File: src/rtl/pc_pkg.sv
// ============================================================================
// Module : pc_pkg
// Brief  : Shared next-PC source encoding and default parameters for pc_unit.
// Rev    : 1.0  initial release
// ============================================================================
`default_nettype none

package pc_pkg;

    localparam int c_def_addr_w    = 10;
    localparam int c_def_step      = 1;
    localparam int c_def_reset_vec = 0;
    localparam int c_def_exc_vec   = 'h3F0;
    localparam int c_def_ras_depth = 4;

    // Next-PC source, listed from lowest to highest priority.
    typedef enum logic [2:0] {
        SRC_SEQ  = 3'd0,
        SRC_RET  = 3'd1,
        SRC_BR   = 3'd2,
        SRC_JMP  = 3'd3,
        SRC_PEND = 3'd4,
        SRC_EXC  = 3'd5
    } pc_src_e;

endpackage

`default_nettype wire

File: src/rtl/pc_ras.sv
// ============================================================================
// Module : pc_ras
// Brief  : Circular return-address stack; a push when full overwrites the
//          oldest entry. State updates on the falling clock edge.
// Rev    : 1.0  initial release
// ============================================================================
`default_nettype none

module pc_ras #(
    parameter int ADDR_W = 10,
    parameter int DEPTH  = 4
) (
    input  logic              clock,
    input  logic              reset,
    input  logic              i_push,
    input  logic              i_pop,
    input  logic              i_replace,
    input  logic [ADDR_W-1:0] i_data,
    output logic [ADDR_W-1:0] o_top,
    output logic              o_empty,
    output logic              o_full
);

    localparam int c_ptr_w = $clog2(DEPTH);
    localparam int c_cnt_w = $clog2(DEPTH + 1);

    logic [ADDR_W-1:0]  r_mem [DEPTH];
    logic [c_ptr_w-1:0] r_ptr;
    logic [c_cnt_w-1:0] r_cnt;
    logic [c_ptr_w-1:0] w_ptr_inc;

    // DEPTH is a power of two, so the pointer wraps on its own.
    assign w_ptr_inc = r_ptr + 1'b1;
    assign o_top     = r_mem[r_ptr];
    assign o_empty   = (r_cnt == '0);
    assign o_full    = (r_cnt == c_cnt_w'(DEPTH));

    always_ff @(negedge clock or posedge reset) begin
        if (reset) begin
            r_ptr <= '0;
            r_cnt <= '0;
        end else if (i_push) begin
            r_ptr <= w_ptr_inc;
            if (!o_full) begin
                r_cnt <= r_cnt + 1'b1;
            end
        end else if (i_pop && !o_empty) begin
            r_ptr <= r_ptr - 1'b1;
            r_cnt <= r_cnt - 1'b1;
        end
    end

    // Entry storage carries no reset; the count alone decides validity.
    always_ff @(negedge clock) begin
        if (i_push) begin
            r_mem[w_ptr_inc] <= i_data;
        end else if (i_replace) begin
            r_mem[r_ptr] <= i_data;
        end
    end

endmodule

`default_nettype wire

File: src/rtl/pc_unit.sv
// ============================================================================
// Module : pc_unit
// Brief  : Program counter with prioritised redirect mux, stall-safe pending
//          redirect and optional return-address stack (macro PC_RAS_EN).
// Rev    : 1.0  initial release
// ============================================================================
`default_nettype none

module pc_unit
    import pc_pkg::*;
#(
    parameter int                ADDR_W    = c_def_addr_w,
    parameter int                STEP      = c_def_step,
    parameter logic [ADDR_W-1:0] RESET_VEC = ADDR_W'(c_def_reset_vec),
    parameter logic [ADDR_W-1:0] EXC_VEC   = ADDR_W'(c_def_exc_vec),
    parameter int                RAS_DEPTH = c_def_ras_depth
) (
    input  logic              clock,
    input  logic              reset,
    input  logic              pc_write,
    input  logic              exc,
    input  logic              jump,
    input  logic [ADDR_W-1:0] jump_target,
    input  logic              branch_taken,
    input  logic [ADDR_W-1:0] branch_target,
    input  logic              call,
    input  logic              ret,
    output logic [ADDR_W-1:0] pc_current,
    output logic [ADDR_W-1:0] pc_next_seq,
    output logic              redirect_pending,
    output logic              ras_empty,
    output logic              ras_full,
    output logic              ras_err
);

    logic [ADDR_W-1:0] r_pc;
    logic              r_pend_vld;
    logic [ADDR_W-1:0] r_pend_tgt;
    logic [ADDR_W-1:0] w_pc_seq;
    logic [ADDR_W-1:0] w_pc_target;
    logic [ADDR_W-1:0] w_ras_top;
    logic              w_ras_empty;
    logic              w_ras_full;
    logic              w_ret_ok;
    pc_src_e           w_src;

    assign w_pc_seq         = r_pc + ADDR_W'(STEP);
    assign pc_current       = r_pc;
    assign pc_next_seq      = w_pc_seq;
    assign redirect_pending = r_pend_vld;
    assign ras_empty        = w_ras_empty;
    assign ras_full         = w_ras_full;

`ifdef PC_RAS_EN
    logic w_push;
    logic w_pop;
    logic w_replace;
    logic w_ras_err_nxt;
    logic r_ras_err;

    // A ret on an empty stack falls through to sequential.
    assign w_ret_ok  = ret & ~w_ras_empty;
    assign w_push    = pc_write & call & (w_src != SRC_RET);
    assign w_pop     = pc_write & ~call & (w_src == SRC_RET);
    assign w_replace = pc_write & call & (w_src == SRC_RET);

    // Flag only a ret that would have won the mux had the stack held data.
    assign w_ras_err_nxt = pc_write & ret & w_ras_empty & ~exc & ~r_pend_vld
                         & ~jump & ~branch_taken;

    pc_ras #(
        .ADDR_W (ADDR_W),
        .DEPTH  (RAS_DEPTH)
    ) u_ras (
        .clock     (clock),
        .reset     (reset),
        .i_push    (w_push),
        .i_pop     (w_pop),
        .i_replace (w_replace),
        .i_data    (w_pc_seq),
        .o_top     (w_ras_top),
        .o_empty   (w_ras_empty),
        .o_full    (w_ras_full)
    );

    always_ff @(negedge clock or posedge reset) begin
        if (reset) begin
            r_ras_err <= 1'b0;
        end else begin
            r_ras_err <= w_ras_err_nxt;
        end
    end

    assign ras_err = r_ras_err;
`else
    logic w_unused_ras;

    assign w_ret_ok     = 1'b0;
    assign w_ras_top    = '0;
    assign w_ras_empty  = 1'b1;
    assign w_ras_full   = 1'b0;
    assign ras_err      = 1'b0;
    assign w_unused_ras = call | ret | (RAS_DEPTH > 0);
`endif

    always_comb begin
        w_src = SRC_SEQ;
        if (exc) begin
            w_src = SRC_EXC;
        end else if (r_pend_vld) begin
            w_src = SRC_PEND;
        end else if (jump) begin
            w_src = SRC_JMP;
        end else if (branch_taken) begin
            w_src = SRC_BR;
        end else if (w_ret_ok) begin
            w_src = SRC_RET;
        end
    end

    always_comb begin
        w_pc_target = w_pc_seq;
        case (w_src)
            SRC_EXC:  w_pc_target = EXC_VEC;
            SRC_PEND: w_pc_target = r_pend_tgt;
            SRC_JMP:  w_pc_target = jump_target;
            SRC_BR:   w_pc_target = branch_target;
            SRC_RET:  w_pc_target = w_ras_top;
            default:  w_pc_target = w_pc_seq;
        endcase
    end

    always_ff @(negedge clock or posedge reset) begin
        if (reset) begin
            r_pc <= RESET_VEC;
        end else if (pc_write) begin
            r_pc <= w_pc_target;
        end
    end

    // While stalled an exception always takes the slot; otherwise the oldest
    // held redirect is kept.
    always_ff @(negedge clock or posedge reset) begin
        if (reset) begin
            r_pend_vld <= 1'b0;
            r_pend_tgt <= '0;
        end else if (pc_write) begin
            r_pend_vld <= 1'b0;
        end else if (exc) begin
            r_pend_vld <= 1'b1;
            r_pend_tgt <= EXC_VEC;
        end else if (!r_pend_vld && (jump || branch_taken)) begin
            r_pend_vld <= 1'b1;
            r_pend_tgt <= jump ? jump_target : branch_target;
        end
    end

endmodule

`default_nettype wire

File: config.mk
export PLATFORM = sky130hd
export DESIGN_NAME = pc_unit
export DESIGN_NICKNAME = d
export VERILOG_FILES = /design/src/rtl/pc_pkg.sv /design/src/rtl/pc_ras.sv /design/src/rtl/pc_unit.sv
export SDC_FILE = /design/constraint.sdc
export NUM_CORES = 1
export LEC_CHECK = 0
export CAP_MARGIN = 20
export CORE_MARGIN = 2
export CORE_UTILIZATION = 45
export DETAILED_ROUTE_END_ITERATION = 10
export GPL_ROUTABILITY_DRIVEN = 0
export GPL_TIMING_DRIVEN = 1
export PLACE_DENSITY = 0.86
export SYNTH_ARGS = -nofsm -noshare
export SYNTH_HDL_FRONTEND = slang
export SYNTH_SLANG_ARGS = --single-unit
File: constraint.sdc
create_clock -name clock -period 1.76 [get_ports clock]
set_input_delay 0.352 -clock clock [delete_from_list [all_inputs] [get_ports clock]]
set_output_delay 0.352 -clock clock [all_outputs]
set_load 0.01 [all_outputs]
==> results by group, run 1 <==
Run status
  – Status: aborted with a tool error
  – Stage where the flow stopped: global routing (5_1_grt)
  – Stop err: [ERROR DPL-0038] Utilization greater than 100%, impossible to legalize

Logic synthesis
  – Syn Inst Count: roughly 170
  – Ys flop type: dfrtn_1
  – Seq cells post-synth: 21
  – Post-synth cell types: 46
  – Post-synth EDFFs: 0
  – Ys async rst share: 1.00
  – Synthesized area: ~1500 um2
  – YS warnings: 0
  – Seq/Total Area, Yosys: 0.356
  – Syn_area_per_cell: approximately 9 um2

Floorplanning
  – IO Pins: 52
  – Row count: 20
  – Die height: approximately 60 um
  – Starting Density: 0.480
  – Die Width: ~60 um

Clocking
  – H-tree levels: 1
  – Max clock buf depth: 2
  – CTS buffer count: 3
  – Clock sinks: 21
  – Root buf cell: clkbuf_4

Place
  – # port buffers: 46
  – Dpl cell area: between 2000 and 2500 um2
  – Dpl hpwl: ~3700 um

Timing
  – Worst ep type: top-level output
  – Worst EP post-GRT repair: pc_next_seq[9]

Global route
  – Largest net degree at the start of global routing: 22
[kinds of logic after synthesis]
| logic type | share of synthesized area |
|---|---|
| AOI/OAI and AO/OA | 0.281 |
| and+or+nand+nor | 0.165 |
| buffers and inverters | 0.0881 |
| DFF | 0.356 |
| xor gates and xnor gates | 0.0474 |
| muxes | 0.0491 |
| other | 0.00508 |
| adders and majority gates | 0.00847 |
[stage by stage]
step                      std cells  setup TNS [ns]  hold WS [ns]  setup slack, ns
after global placement          287          -35.38         0.422            -1.10
after CTS                       319          -19.30         0.446            -1.16
after detailed placement        287          -36.86         0.443            -1.28
after floorplan                 170          -12.74         0.408           -0.716
[timing repair]
item | in CTS
setup endpoints to repair | 42
gates resized for setup | 181
pin swaps | 38
hold buffers | 0
setup buffers | 29
gates cloned | 2
[synth_stat cells (all sizes together) (2+ instances only)]
cell | n | area [um2]
a221oi | 2 | 17.5
mux2i | 5 | 50.1
o31ai | 3 | 22.5
clkbuf | 4 | 15.0
nand3b | 2 | 15.0
o21ba | 2 | 20.0
a32o | 2 | 20.0
nand2 | 13 | 48.8
nor2 | 12 | 45.0
buf | 12 | 85.1
dfrtn | 21 | 526
xor2 | 3 | 26.3
xnor2 | 5 | 43.8
o221ai | 5 | 43.8
o21ai | 7 | 35.0
conb | 2 | 7.51
o2bb2ai | 2 | 17.5
nor4 | 2 | 33.8
mux2 | 2 | 22.5
o22ai | 2 | 12.5
nand3 | 8 | 40.0
a21oi | 18 | 90.1
a41oi | 2 | 17.5
inv | 8 | 30.0
nand4 | 4 | 25.0
a31oi | 5 | 31.3
==> run 2: changes to the inputs <==
--- a/config.mk
+++ b/config.mk
@@ -7,11 +7,11 @@
 export LEC_CHECK = 0
 export CAP_MARGIN = 20
 export CORE_MARGIN = 2
-export CORE_UTILIZATION = 45
+export CORE_UTILIZATION = 40
 export DETAILED_ROUTE_END_ITERATION = 10
 export GPL_ROUTABILITY_DRIVEN = 0
 export GPL_TIMING_DRIVEN = 1
-export PLACE_DENSITY = 0.86
+export PLACE_DENSITY_LB_ADDON = 0.15
 export SYNTH_ARGS = -nofsm -noshare
 export SYNTH_HDL_FRONTEND = slang
 export SYNTH_SLANG_ARGS = --single-unit
==> run 2 against run 1 <==
  * The flow now finishes, with violations (setup timing)
  * Synthesized area unchanged
  * Synthesized cell count unchanged
==> results by group, run 2 <==
Run status
  – Status: finished, violations left
  – Failing checks: setup timing

Floorplanning
  – Core footprint: 3610 um2
  – Die Width: 64.8 um (+5.7%)
  – Row count: 22 (+10%)
  – DIE AREA: around 4200 um2
  – Die height: 64.8 um (+5.7%)
  – Starting Density: 0.410 (-0.0703)
  – IO Pins: 52 (unchanged)

Cells and area
  – Ant. Diodes: 0
  – Final #Nets: 319
  – Most frequent cells in the layout: buf_4, buf_6, dfrtn_1
  – Final non-filler cell total: roughly 340
  – Final core occ: 0.868
  – Share of cells above drive strength 1: 0.612
  – Most common cell after layout, fill and taps aside: buf_4
  – Layout area overhead: 112%

Global route
  – Largest net degree at the start of global routing: 22
  – Antenna violations before repair: 0
  – Aggregate global routing overflow: 0
  – Vias in the first global route: approximately 1900
  – Global-route wire length before repair: around 10000 um
  – Gr usage total: 0.315

Worst setup path
  – Critical path startpoint category: register
  – Slowest-stage cell, CP: dfrtn_1
  – Kind of critical path: reg -> out
  – Worst-path cell chain: buf_6 > buf_6 > nand4_1 > nor2_4 > xor2_2 > buf_2
  – CP most frequent cell: buf_6
  – Worst Path Max Fanout: 3
  – Setup crit end kind: output port
  – CP required: about 1.4 ns
  – Largest stage delay, worst path: ~0.46 ns
  – Crit path DAT: about 2.5 ns

Logic synthesis
  – YS warnings: 0 (unchanged)
  – Synth top area share: 0.356 (unchanged)
  – Seq/Total Area, Yosys: 0.356 (unchanged)
  – Post-synth top cells: dfrtn_1, a21oi_1, nand2_1, nor2_1
  – Leading area contributor after synthesis: dfrtn_1
  – Synth top area cells: dfrtn_1, a21oi_1, mux2i_1, nand2_1, nor2_1
  – Seq cells post-synth: 21 (unchanged)
  – Ys async rst share: 1.00 (unchanged)
  – Top-count cell post-synth: dfrtn_1
  – Post-synth EDFFs: 0 (unchanged)
  – Syn Inst Count: 169 (unchanged)
  – Synthesized area: 1480 um2 (unchanged)
  – Syn_area_per_cell: 8.74 um2 (unchanged)
  – Ys flop type: dfrtn_1
  – Post-synth cell types: 46 (unchanged)

Detailed routing
  – Routed len/inst: 24.1 um
  – Post-Route WL: between 8000 and 9000 um
  – DRC: 0
  – Via density per instance: roughly 6.2
  – DR vias: 2083
  – Post-route ant nets: 0
  – DR iter-0 viols: 230
  – Total iterations of the first detailed-routing run: 5

Clocking
  – Max clock buf depth: 2 (unchanged)
  – Clk pin slew, worst setup/hold paths: ~0.060 ns
  – CTS tree: built
  – CTS buffer count: 3 (unchanged)
  – Clock latency on the worst-skew pair: 0.29 ns
  – Root buf cell: clkbuf_8
  – H-tree levels: 1 (unchanged)
  – Clock sinks: 21 (unchanged)

Power and ir drop
  – P per Cell Area: ~600 nW/um2
  – Leak Pwr: 0.00134 uW
  – VDD IR max: ~0.00048 V

Timing
  – Fin Setup TNS: -20.42 ns
  – Final setup skew: between 0.004 and 0.005 ns
  – Final setup viols: 42
  – RSZ-0062 raised after global routing: yes
  – Slew Limit Fails: 0
  – Final Worst Setup Slack: -1.11 ns
  – Hold Slack: ~0.50 ns
  – Final-report hold violation count: 0

Place
  – Inst Count DP: 289 (+0.70%)
  – Dpl ws: -1.18 ns (+0.0987 ns)
  – Dpl hpwl: 3590 um (-2.2%)
  – # port buffers: 46 (unchanged)

Hold path
  – Min-delay worst type: reg -> reg

Flow run
  – Max_cap viols: 0
## run 2: cell counts after synthesis
No cell type changed its count.
## run 2: kinds of logic after synthesis
family,count (synthesis),synth area share
compound gates,60,0.281
xor+xnor,8,0.0474
fa+ha+maj,1,0.00847
buf+inv,24,0.0881
flops,21,0.356
mux,7,0.0491
other cells,2,0.00508
simple gates,46,0.165
## run 2: power breakdown
group          internal, uW  leakage, uW  switching [uW]  total (uW)
combinational           491      0.00108             448         939
clock                   163    0.0000228             192         354
sequential              543     0.000236            54.7         598
total                  1200      0.00134             694        1890
## run 2: critical path: cells and delay by family (launching register included)
family	cells	cell delay [ns]
xor+xnor	1	0.14
flops	1	0.46
simple gates	2	0.41
buf+inv	3	0.37
## run 2: metrics by stage
stage	area, um2	power (uW)
final	3130	1890
after global routing	3130	1950
after CTS	2890	1700
after detailed placement	2350	1220
after global placement	2350	1200
after floorplan	1640	897
## run 2: routing by layer
layer	global-route usage	share of wire	up-vias
li1	-	-	867
met1	0.384	0.37	1017
met5	0	0	-
met2	0.563	0.49	147
met3	0.0347	0.061	52
met4	0.125	0.077	0
## run 2: repair_timing
| action | 4_1_cts | 5_1_grt |
|---|---|---|
| cloned | 2 | 0 |
| hold buffers | 0 | 0 |
| pin swaps | 41 | 22 |
| resized for setup | 173 | 51 |
| endpoints found under the setup margin | 42 | 42 |
| setup buffers | 33 | 18 |
## run 2: area by class of cell
cell class / instances / area (um2)
Timing Repair Buffer: 130 / 1230
Inverter: 8 / 35.0
Multi-Input combinational cell: 126 / 1230
Sequential cell: 21 / 526
Clock buffer: 4 / 45.0
Tap cell: 48 / 60.1
Fill cell: 146 / 477
## run 2: worst paths after layout
| kind | from | to | slack (ns) | cells past startpoint |
|---|---|---|---|---|
| worst max-delay path | pc_current[0] | pc_next_seq[7] | -1.11 | 6 |
| worst min-delay path | r_pend_tgt[0] | r_pend_tgt[0] | 0.50 | 2 |
| worst max register to register | redirect_pending | pc_current[9] | -0.20 | 6 |
| worst min register to register | r_pend_tgt[0] | r_pend_tgt[0] | 0.50 | 2 |
| max in group asynchronous | reset | pc_current[9] | 0.42 | 3 |
| min in group asynchronous | reset | r_pend_tgt[0] | 1.16 | 3 |
(Power assumes the default switching activity.)
==> run 3: changes to the inputs <==
--- a/config.mk
+++ b/config.mk
@@ -8,6 +8,7 @@
 export CAP_MARGIN = 20
 export CORE_MARGIN = 2
 export CORE_UTILIZATION = 40
+export CTS_CLUSTER_SIZE = 10
 export DETAILED_ROUTE_END_ITERATION = 10
 export GPL_ROUTABILITY_DRIVEN = 0
 export GPL_TIMING_DRIVEN = 1
==> results of run 3 <==
Final layout, timing and power as in run 2 (identical DEF).
